File: src/rtl/ahb3lite_pkg.sv
// rtl/ahb3lite_pkg.sv - shared AHB3-Lite bus types and slave state encoding
//
// Purpose: bus-level enums (HTRANS, HBURST, HRESP), the size/direction
// constants used by masters and slaves, and the memory slave FSM states.
// Ports: none (package).

package ahb3lite_pkg;

  typedef enum logic [1:0] {
    IDLE   = 2'b00,
    BUSY   = 2'b01,
    NONSEQ = 2'b10,
    SEQ    = 2'b11
  } HTRANS_state;

  typedef enum logic [2:0] {
    SINGLE = 3'b000,
    INCR   = 3'b001
  } HBURST_Type;

  typedef enum logic {
    OKAY  = 1'b0,
    ERROR = 1'b1
  } HRESP_state;

  localparam logic [2:0] WORD = 3'b010;
  localparam logic       READ = 1'b0;

  typedef enum logic [2:0] {
    S_IDLE = 3'd0,
    S_WAIT = 3'd1,
    S_DATA = 3'd2,
    S_ERR1 = 3'd3,
    S_ERR2 = 3'd4
  } slave_state;

endpackage

File: src/rtl/ahb3lite_sram_1rw.sv
// rtl/ahb3lite_sram_1rw.sv - word RAM with synchronous write and combinational read
//
// Purpose: backing store for the AHB memory slave. Contents are not reset.
// Ports:
//   clk   in  : write clock
//   we    in  : write enable, commits wdata to mem[waddr] at the rising edge
//   waddr in  : write word index
//   wdata in  : write data
//   raddr in  : read word index
//   rdata out : mem[raddr], combinational (the slave registers it)

module ahb3lite_sram_1rw #(
  parameter int DEPTH = 64,
  parameter int AW    = $clog2(DEPTH)
) (
  input  logic          clk,
  input  logic          we,
  input  logic [AW-1:0] waddr,
  input  logic [31:0]   wdata,
  input  logic [AW-1:0] raddr,
  output logic [31:0]   rdata
);

  logic [31:0] mem [DEPTH];

  always_ff @(posedge clk) begin
    if (we) begin
      mem[waddr] <= wdata;
    end
  end

  assign rdata = mem[raddr];

endmodule

File: src/rtl/ahb3lite_slave_mem.sv
// rtl/ahb3lite_slave_mem.sv - AHB3-Lite memory slave with wait states and ERROR response
//
// Purpose: decodes AHB address phases, checks legality, inserts WAIT_STATES
// HREADY-low cycles per OKAY transfer, serves word reads/writes from a RAM,
// and produces the two-cycle ERROR response for illegal accesses.
// Ports:
//   HCLK      in  : bus clock
//   HRESET    in  : asynchronous active-high reset
//   HSEL      in  : slave select
//   HADDR     in  : byte address
//   HTRANS    in  : transfer type
//   HWRITE    in  : 1 = write, 0 = read
//   HSIZE     in  : transfer size (word only)
//   HBURST    in  : burst type (informational)
//   HWDATA    in  : write data (data phase)
//   HREADY    out : slave ready / transfer complete
//   HRDATA    out : registered read data
//   HRDATA_En out : one-cycle strobe marking valid HRDATA
//   HRESP     out : OKAY / ERROR

module ahb3lite_slave_mem
  import ahb3lite_pkg::*;
#(
  parameter int          MEM_DEPTH   = 64,
  parameter logic [31:0] BASE_ADDR   = 32'h0000_0000,
  parameter int          WAIT_STATES = 0
) (
  input  logic        HCLK,
  input  logic        HRESET,
  input  logic        HSEL,
  input  logic [31:0] HADDR,
  input  HTRANS_state HTRANS,
  input  logic        HWRITE,
  input  logic [2:0]  HSIZE,
  input  HBURST_Type  HBURST,
  input  logic [31:0] HWDATA,
  output logic        HREADY,
  output logic [31:0] HRDATA,
  output logic        HRDATA_En,
  output HRESP_state  HRESP
);

  localparam int          AW        = $clog2(MEM_DEPTH);
  localparam logic [32:0] SPAN      = 33'(MEM_DEPTH * 4);
  localparam logic [3:0]  WAIT_LOAD = (WAIT_STATES > 0) ? 4'(WAIT_STATES - 1) : 4'd0;

  slave_state  state_q, state_d;
  logic [3:0]  cnt_q, cnt_d;
  logic [AW-1:0] idx_q, idx_d;
  logic        write_q, write_d;
  logic        hready_q, hready_d;
  HRESP_state  hresp_q, hresp_d;
  logic [31:0] hrdata_q, hrdata_d;
  logic        hrdata_en_q, hrdata_en_d;

  logic [32:0]   diff;
  logic          legal;
  logic          accept;
  logic [AW-1:0] addr_idx;
  logic          mem_we;
  logic          bypass;
  logic [AW-1:0] raddr;
  logic [31:0]   rdata;

  // 33-bit difference: an address below BASE_ADDR wraps to a value with
  // bit 32 set, which is always >= SPAN, so one compare covers both bounds.
  assign diff     = {1'b0, HADDR} - {1'b0, BASE_ADDR};
  assign legal    = (HSIZE == WORD) && (HADDR[1:0] == 2'b00) && (diff < SPAN);
  assign accept   = hready_q && HSEL && ((HTRANS == NONSEQ) || (HTRANS == SEQ));
  assign addr_idx = diff[AW+1:2];

  // Write of the transfer currently in its data phase commits at this edge.
  assign mem_we = (state_q == S_DATA) && write_q;
  // A read accepted in the same cycle as a write to the same word must see
  // the new data; the RAM only holds it after the edge.
  assign bypass = mem_we && (idx_q == addr_idx);
  // Waited reads fetch the latched index; zero-wait reads fetch the index
  // being accepted so the data is registered at the acceptance edge.
  assign raddr  = (state_q == S_WAIT) ? idx_q : addr_idx;

  ahb3lite_sram_1rw #(
    .DEPTH (MEM_DEPTH),
    .AW    (AW)
  ) u_sram (
    .clk   (HCLK),
    .we    (mem_we),
    .waddr (idx_q),
    .wdata (HWDATA),
    .raddr (raddr),
    .rdata (rdata)
  );

  always_comb begin
    state_d     = state_q;
    cnt_d       = cnt_q;
    idx_d       = idx_q;
    write_d     = write_q;
    hrdata_d    = hrdata_q;
    hrdata_en_d = 1'b0;

    case (state_q)
      S_WAIT: begin
        if (cnt_q == 4'd0) begin
          state_d = S_DATA;
          if (write_q == READ) begin
            hrdata_d    = rdata;
            hrdata_en_d = 1'b1;
          end
        end else begin
          cnt_d = cnt_q - 4'd1;
        end
      end
      S_ERR1: begin
        state_d = S_ERR2;
      end
      default: begin
        // S_IDLE, S_DATA, S_ERR2: HREADY is high, a new address phase may land.
        if (accept) begin
          if (legal) begin
            idx_d   = addr_idx;
            write_d = HWRITE;
            if (WAIT_STATES > 0) begin
              state_d = S_WAIT;
              cnt_d   = WAIT_LOAD;
            end else begin
              state_d = S_DATA;
              if (HWRITE == READ) begin
                hrdata_d    = bypass ? HWDATA : rdata;
                hrdata_en_d = 1'b1;
              end
            end
          end else begin
            state_d = S_ERR1;
          end
        end else begin
          state_d = S_IDLE;
        end
      end
    endcase

    hready_d = !((state_d == S_WAIT) || (state_d == S_ERR1));
    hresp_d  = ((state_d == S_ERR1) || (state_d == S_ERR2)) ? ERROR : OKAY;
  end

  always_ff @(posedge HCLK or posedge HRESET) begin
    if (HRESET) begin
      state_q     <= S_IDLE;
      cnt_q       <= 4'd0;
      idx_q       <= '0;
      write_q     <= 1'b0;
      hready_q    <= 1'b1;
      hresp_q     <= OKAY;
      hrdata_q    <= 32'd0;
      hrdata_en_q <= 1'b0;
    end else begin
      state_q     <= state_d;
      cnt_q       <= cnt_d;
      idx_q       <= idx_d;
      write_q     <= write_d;
      hready_q    <= hready_d;
      hresp_q     <= hresp_d;
      hrdata_q    <= hrdata_d;
      hrdata_en_q <= hrdata_en_d;
    end
  end

  assign HREADY    = hready_q;
  assign HRESP     = hresp_q;
  assign HRDATA    = hrdata_q;
  assign HRDATA_En = hrdata_en_q;

  // HBURST carries no behaviour here; bursts are served beat by beat.
  logic unused_ok;
  assign unused_ok = ^{HBURST, diff[1:0]};

endmodule

File: config.mk
export PLATFORM = sky130hd
export DESIGN_NAME = ahb3lite_slave_mem
export DESIGN_NICKNAME = d
export VERILOG_FILES = /design/src/rtl/ahb3lite_pkg.sv /design/src/rtl/ahb3lite_sram_1rw.sv /design/src/rtl/ahb3lite_slave_mem.sv
export SDC_FILE = /design/constraint.sdc
export NUM_CORES = 2
export LEC_CHECK = 0
export ABC_AREA = 1
export BUFFER_PORTS_ARGS = -buffer_cell sky130_fd_sc_hd__buf_2
export CAP_MARGIN = 40
export CORE_MARGIN = 2
export CORE_UTILIZATION = 45
export CTS_CLUSTER_DIAMETER = 50
export CTS_CLUSTER_SIZE = 40
export DETAILED_ROUTE_END_ITERATION = 8
export PLACE_DENSITY = 0.63
export RECOVER_POWER = 25
export SYNTH_ARGS = -nofsm -noshare
export SYNTH_HDL_FRONTEND = slang
export SYNTH_SLANG_ARGS = --single-unit
export TNS_END_PERCENT = 50
File: constraint.sdc
create_clock -name HCLK -period 5.7 [get_ports HCLK]
set_input_delay 1.71 -clock HCLK [delete_from_list [all_inputs] [get_ports HCLK]]
set_output_delay 1.71 -clock HCLK [all_outputs]
set_load 0.01 [all_outputs]
* After elaboration in Yosys (flattened, before gate mapping)
Memory sizes are Yosys's and may differ from the RTL's.
Index checks and enable logic that the tools add are counted.
** Cells by class
- $add $sub $neg :: 1
- Order comparisons :: 1
- Equality and inequality tests :: 13
- Muxes and demuxes :: 21
- Bitwise gates (word level) :: 3
- Reductions and logical operators :: 18
** Operator list (count)
- $mux 32 :: 6
- $pmux 32 s2 :: 1
- $lt 32x9->1 const B :: 1
- $eq 3x2->1 const B :: 4
- $mux 1 :: 9
- $eq 3x1->1 const B :: 2
- $eq 6x6->1 :: 1
- $logic_and 1x1->1 :: 6
- $mux 3 :: 2
- $mux 6 :: 1
- $pmux 3 s2 :: 1
- $reduce_and 6->1 :: 1
- $eq 2x2->1 const B :: 2
- $logic_not 4->1 :: 1
- $ne 2x1->1 const B :: 2
- $reduce_bool 2->1 :: 2
- $sub 4x1->4 const B :: 1
- $eq 3x3->1 const B :: 1
- $logic_or 1x1->1 :: 3
- $not 1->1 :: 3
- $reduce_and 3->1 :: 1
- $logic_not 2->1 :: 1
- $ne 2x2->1 const B :: 1
- $pmux 1 s2 :: 1
- 3 further kinds :: 3
** Storage, ports and cells
- Register bits after elaboration :: 49
- Bits in writable memories :: 2048
- Word-level logic and storage cells :: 66
- Memories :: 1
** Memories
- u_sram.mem :: depth 64, width 32, rd ports 1, clocked after memory_dff 0, write ports 1, line ahb3lite_sram_1rw.sv:24 : logic [31:0] mem [DEPTH];

* Longest topological paths before layout
- Word-level depth :: 9
- Mapped depth :: 18

* Modules after synthesis
Synthesis repeated with hierarchy kept, for this count alone.
** Unflattened totals
- Cells, all modules :: 7123
- Area, all modules :: 84866.4 um^2
** Modules (own cells, without submodules)
- ahb3lite_sram_1rw :: times used 1, cells an instance 6737, area an instance 82097.5 um^2, sequential area each 61499.0 um^2
- ahb3lite_slave_mem :: times used 1, cells an instance 386, area an instance 2768.9 um^2, sequential area each 1227.4 um^2

* Worst setup path after synthesis
No wires, ideal clock.
- Kind :: input to register
- From :: in HADDR[12]
- To :: reg idx_q[0]
- Setup time :: 0.118 ns
- Arrival time :: 3.136 ns
- Slack :: 2.446 ns
- Cell stages on the path :: 9
- Path buffers :: 0
- Cells stage by stage :: or2_2 -> nor3_1 -> nand3_1 -> nor4_1 -> nand2_1 -> nor2_1 -> inv_1 -> a21oi_1 -> inv_1
** Between the ends
- Word-level cells in the longest chain between the ends :: 3
** Ends and longest elaborated chain
- from (decl) :: line ahb3lite_slave_mem.sv:31 : input logic [31:0] HADDR,
- $lt 32x9->1 :: line ahb3lite_slave_mem.sv:68 : assign legal = (HSIZE == WORD) && (HADDR[1:0] == 2'b00) && (diff < SPAN);
- $logic_and 1x1->1 :: line ahb3lite_slave_mem.sv:68
- $reduce_and 3->1 (no line)
- to (signal assigned) :: line ahb3lite_slave_mem.sv:158 : idx_q <= idx_d;
- to (decl) :: line ahb3lite_slave_mem.sv:49 : logic [AW-1:0] idx_q, idx_d;
Every way passes these cells.
A chain may end at the register's enable or synchronous reset.

* Final worst setup path
- From :: reg state_q[2]
- To :: reg hrdata_q[8], in the netlist HRDATA[8]
** Between the ends
- Word-level cells in the longest chain between the ends :: 8
- Elaborated cells between the ends (all ways) :: 21
- Classes of those cells :: eq/ne (6); mux (8); bitwise (1); reduce/logical (5); memory (1)
** Ends and longest elaborated chain
- from (decl) :: line ahb3lite_slave_mem.sv:47 : slave_state state_q, state_d;
- from (signal assigned) :: line ahb3lite_slave_mem.sv:156 : state_q <= state_d;
- $eq 3x1->1 or $eq 3x2->1 (tied branches) :: line ahb3lite_slave_mem.sv:79, ahb3lite_slave_mem.sv:101, ahb3lite_slave_mem.sv:73
- $mux 6 or $logic_and 1x1->1 (tied branches) :: line ahb3lite_slave_mem.sv:79, ahb3lite_slave_mem.sv:73
- $mem_v2 64x32 or $logic_and 1x1->1 (tied branches)
- $mux 32 :: line ahb3lite_slave_mem.sv:128 : hrdata_d = bypass ? HWDATA : rdata;
- $mux 32 :: line ahb3lite_slave_mem.sv:127 : if (HWRITE == READ) begin
- $mux 32 :: line ahb3lite_slave_mem.sv:119 : if (legal) begin
- $mux 32 :: line ahb3lite_slave_mem.sv:118 : if (accept) begin
- $pmux 32 s2 :: line ahb3lite_slave_mem.sv:101 : case (state_q)
- to (signal assigned) :: line ahb3lite_slave_mem.sv:162 : hrdata_q <= hrdata_d;
- to (decl) :: line ahb3lite_slave_mem.sv:53 : logic [31:0] hrdata_q, hrdata_d;
Parallel ways exist; a longest one is shown, timed or not. The select of a mux whose other input is x is not followed.

==> results by group <==
Clock network
  • CTS tree: yes
  • Post-CTS sizing: 0
  • CTS Hold Bufs: 0
  • Clk_lat worst skew: 860 ps
  • H-tree levels: 4
  • CTS Buf Count: 167
  • Clock Pin Slew Worst Setup and Hold Paths: 80 ps
  • Post-CTS Setup Bufs: 0
  • Clk Tree Root Cell: clkbuf_16
  • Clk sinks: ~2100
  • Maximum root-to-sink buffer count: 3

Critical path
  • Most common cell on crit path: nand2_1
  • Crit path DAT: 5570 ps
  • Worst setup SP type: flop
  • Worst setup path class: flop to flop
  • Slowest library cell on the worst path: nand2_1
  • Kind of cell adding the most delay to the critical path: simple AND/OR/NAND/NOR gates
  • Slowest Stage Delay on Critical Path: 780 ps
  • CP Cell Sequence: nor2_1 > nand2_1 > nand2_2 > nand2_8 > buf_12 > nand2_1 > nand2_1 > nand2_1 > nand3_1 > nand3_1 > nand3_1 > nand3_1 > nand3_1 > nand2_1 > nand2_1
  • Req. time, crit path: 6430 ps
  • Worst Path Buf+Inv: 1
  • Peak fanout along the critical path: 56
  • Crit. End Element: flop

Logic synthesis
  • Syn Inst Count: between 8000 and 9000
  • Yosys warning count: 0
  • Synth Register Bits: 2097
  • Synth Cell Area: slightly above 0.09 sq mm
  • Post-synthesis sequential area ratio: 68.9%
  • Synth Net Count: between 8000 and 9000
  • Top cell type's share of synthesized area: 67.6%
  • Count of different cell masters after synthesis: 31
  • Yosys top cell by area: edfxtp_1
  • Dominant cells by area after synthesis: edfxtp_1 (68%), nand3_1 (10%), nand2_1 (9.9%)
  • Synthesized area per cell: ~10 sq um

Die
  • Core area: 0.201 sq mm
  • Die area: between 0.2 and 0.25 sq mm
  • Starting Density: 45.2%
  • Die span in x: roughly 450 um
  • Cell row count: 165
  • Die Y: 454 um
  • IO Count: about 110

Routing
  • Initial DRC Count: 7235
  • DR DRC count: 0
  • DRT Pass-1 Iters: 6
  • Via density: ~5.3
  • DR WL/cell: roughly 22 um
  • Remaining antenna violation count: 0
  • WL final: 263000 um
  • Vias: roughly 62000

Pwr
  • P_leak: 42.6 nW
  • IR Drop Worst-Case VDD: 283 uV
  • Power Density: 410 mW/mm^2

Timing
  • F_max: 207 MHz
  • Min cycle time layout: 4840 ps
  • Final Slew Violations: about 1100
  • Final setup fails: 0
  • Rel. slew slack: -140%
  • Unrepaired setup endpoints after global routing: false
  • Period utilization: 84.8%
  • Hold WS: approximately 470 ps
  • Worst Skew: 38.5 ps
  • Final Hold Vio Count: 0
  • Worst Tran Pin Value: 3600 ps
  • Fin Setup TNS: 0 ps

Place
  • Detailed Place HPWL: between 150000 and 200000 um
  • GPL Wtd Cong: 0.864
  • PortBufs: 106

GRT
  • Initial antenna violation count: 15
  • Largest net degree at the start of global routing: 152
  • Total GRT Usage: around a quarter
  • Global-route wire length before repair: around 380000 um
  • Vias in the first global route: 58200
  • Global route total overflow: 0

Job
  • Max-Cap Viols: 29

Final layout
  • Nets: 8966
  • Area delta synth->final: 12.3%
  • Commonest cells after routing, fill and taps aside: nand2_1 (2411), edfxtp_1 (2048), nand3_1 (1881)
  • Share of cells above drive strength 1: under 10%
  • Leading cell type in the layout, fill and taps excluded: nand2_1

Hold path
  • Hold Path Class: flop to flop

Status
  • Failing checks: capacitance limit, slew limit
  • Outcome: complete, but fails checks
[tightest hold or removal path, stage by stage, from the launching register on]
cell and delay [ps]:
dfrtp_1 340, nand2_1 50, nand2_1 60
[state kept, by name, summed over array words and instances, names as in the netlist]
signal	cells
HRDATA_En	1
idx_q	6
state_q	3
cnt_q	4
HRDATA	32
HREADY	1
u_sram.mem	2048
write_q	1
HRESP	1
[synthesized netlist by cell type]
cell type / instances
nor2_1: 159
nor3_1: 3
dfstp_2: 1
nand2_2: 3
o21ai_0: 3
nor4_2: 1
and2_1: 2
buf_2: 263
o211ai_1: 31
a21oi_1: 2
a31oi_1: 1
nand3_1: 1882
ha_1: 1
buf_4: 5
nand4_1: 14
edfxtp_1: 2048
clkbuf_1: 131
xnor2_1: 6
o21ai_2: 3
nand2_1: 2411
inv_2: 2
xor2_1: 1
nor4_1: 2
dfrtp_1: 48
buf_1: 65
mux2i_1: 5
o21ai_1: 2
or2_2: 2
nand2_4: 1
inv_1: 1731
nor2_4: 1
[power by group]
group | total (W) | switching (W) | internal (W)
Combinational | 0.0121 | 0.00875 | 0.00335
Clock | 0.0127 | 0.00645 | 0.00625
Sequential | 0.0171 | 0.0000841 | 0.0170
[area by class of cell]
cell class / instances / area [sq um]
repair buffers: 354 / 3280
clock inverters: 141 / 1890
flip-flops and latches: 2097 / 62700
multi-input cells: 4536 / 20200
well taps: 2672 / 3340
diodes: 7 / 17.5
clock buffers: 171 / 4220
fillers: 17500 / 99300
inverters: 1733 / 6520
[routing by layer]
| metal | global-route usage [%] | share of wire [%] | up-vias | wire length, um |
|---|---|---|---|---|
| met3 | 4.43 | 8.9 | 519 | 23500 |
| met5 | 0 | 0.0080 | - | 21 |
| met4 | 11.0 | 4.2 | 4 | 11100 |
| met1 | 33.9 | 40 | 30400 | 105000 |
| met2 | 40.6 | 47 | 2808 | 123000 |
| li1 | - | - | 28800 | - |
[per-stage QoR]
| stage | total power, W | cell area [sq um] | worst slack, ps | instances | utilization [%] |
|---|---|---|---|---|---|
| finish | 0.0419 | 102000 | 864 | 11700 | 50.7 |
| detailed placement | 0.0294 | 96200 | 913 | 11400 | 47.7 |
| global route | 0.0436 | 102000 | 817 | 11700 | 50.7 |
| CTS | 0.0419 | 102000 | 1560 | 11700 | 50.8 |
| global placement | 0.0292 | 95400 | 952 | 11400 | 47.4 |
| floorplan | 0.0250 | 91000 | 2450 | 8830 | - |
[cell families (layout without fill, tap and decap cells)]
family | after synthesis | after routing | synth area share, %
AND/OR/NAND/NOR | 4481 | 4481 | 21.2
buffers and inverters | 2197 | 2399 | 9.44
flip-flops | 2097 | 2097 | 68.9
AO/OA/AOI/OAI | 42 | 42 | 0.330
XOR/XNOR | 7 | 7 | 0.0674
multiplexers | 5 | 5 | 0.0550
adder cells (fa/ha/maj) | 1 | 1 | 0.0137
other | 0 | 7 | 0
[worst paths after layout]
check	start	end	slack [ps]	depth (start not counted)
max	state_q[2]	HRDATA[8]	860	15
min	HRDATA[2]	HRDATA[2]	470	2
max reg2reg	state_q[2]	HRDATA[8]	860	15
min reg2reg	HRDATA[2]	HRDATA[2]	470	2
max in group asynchronous	HRESET	HRDATA[13]	1900	3
min in group asynchronous	HRESET	HRDATA[6]	890	2
No activity file was read; power rests on OpenSTA's default activity.
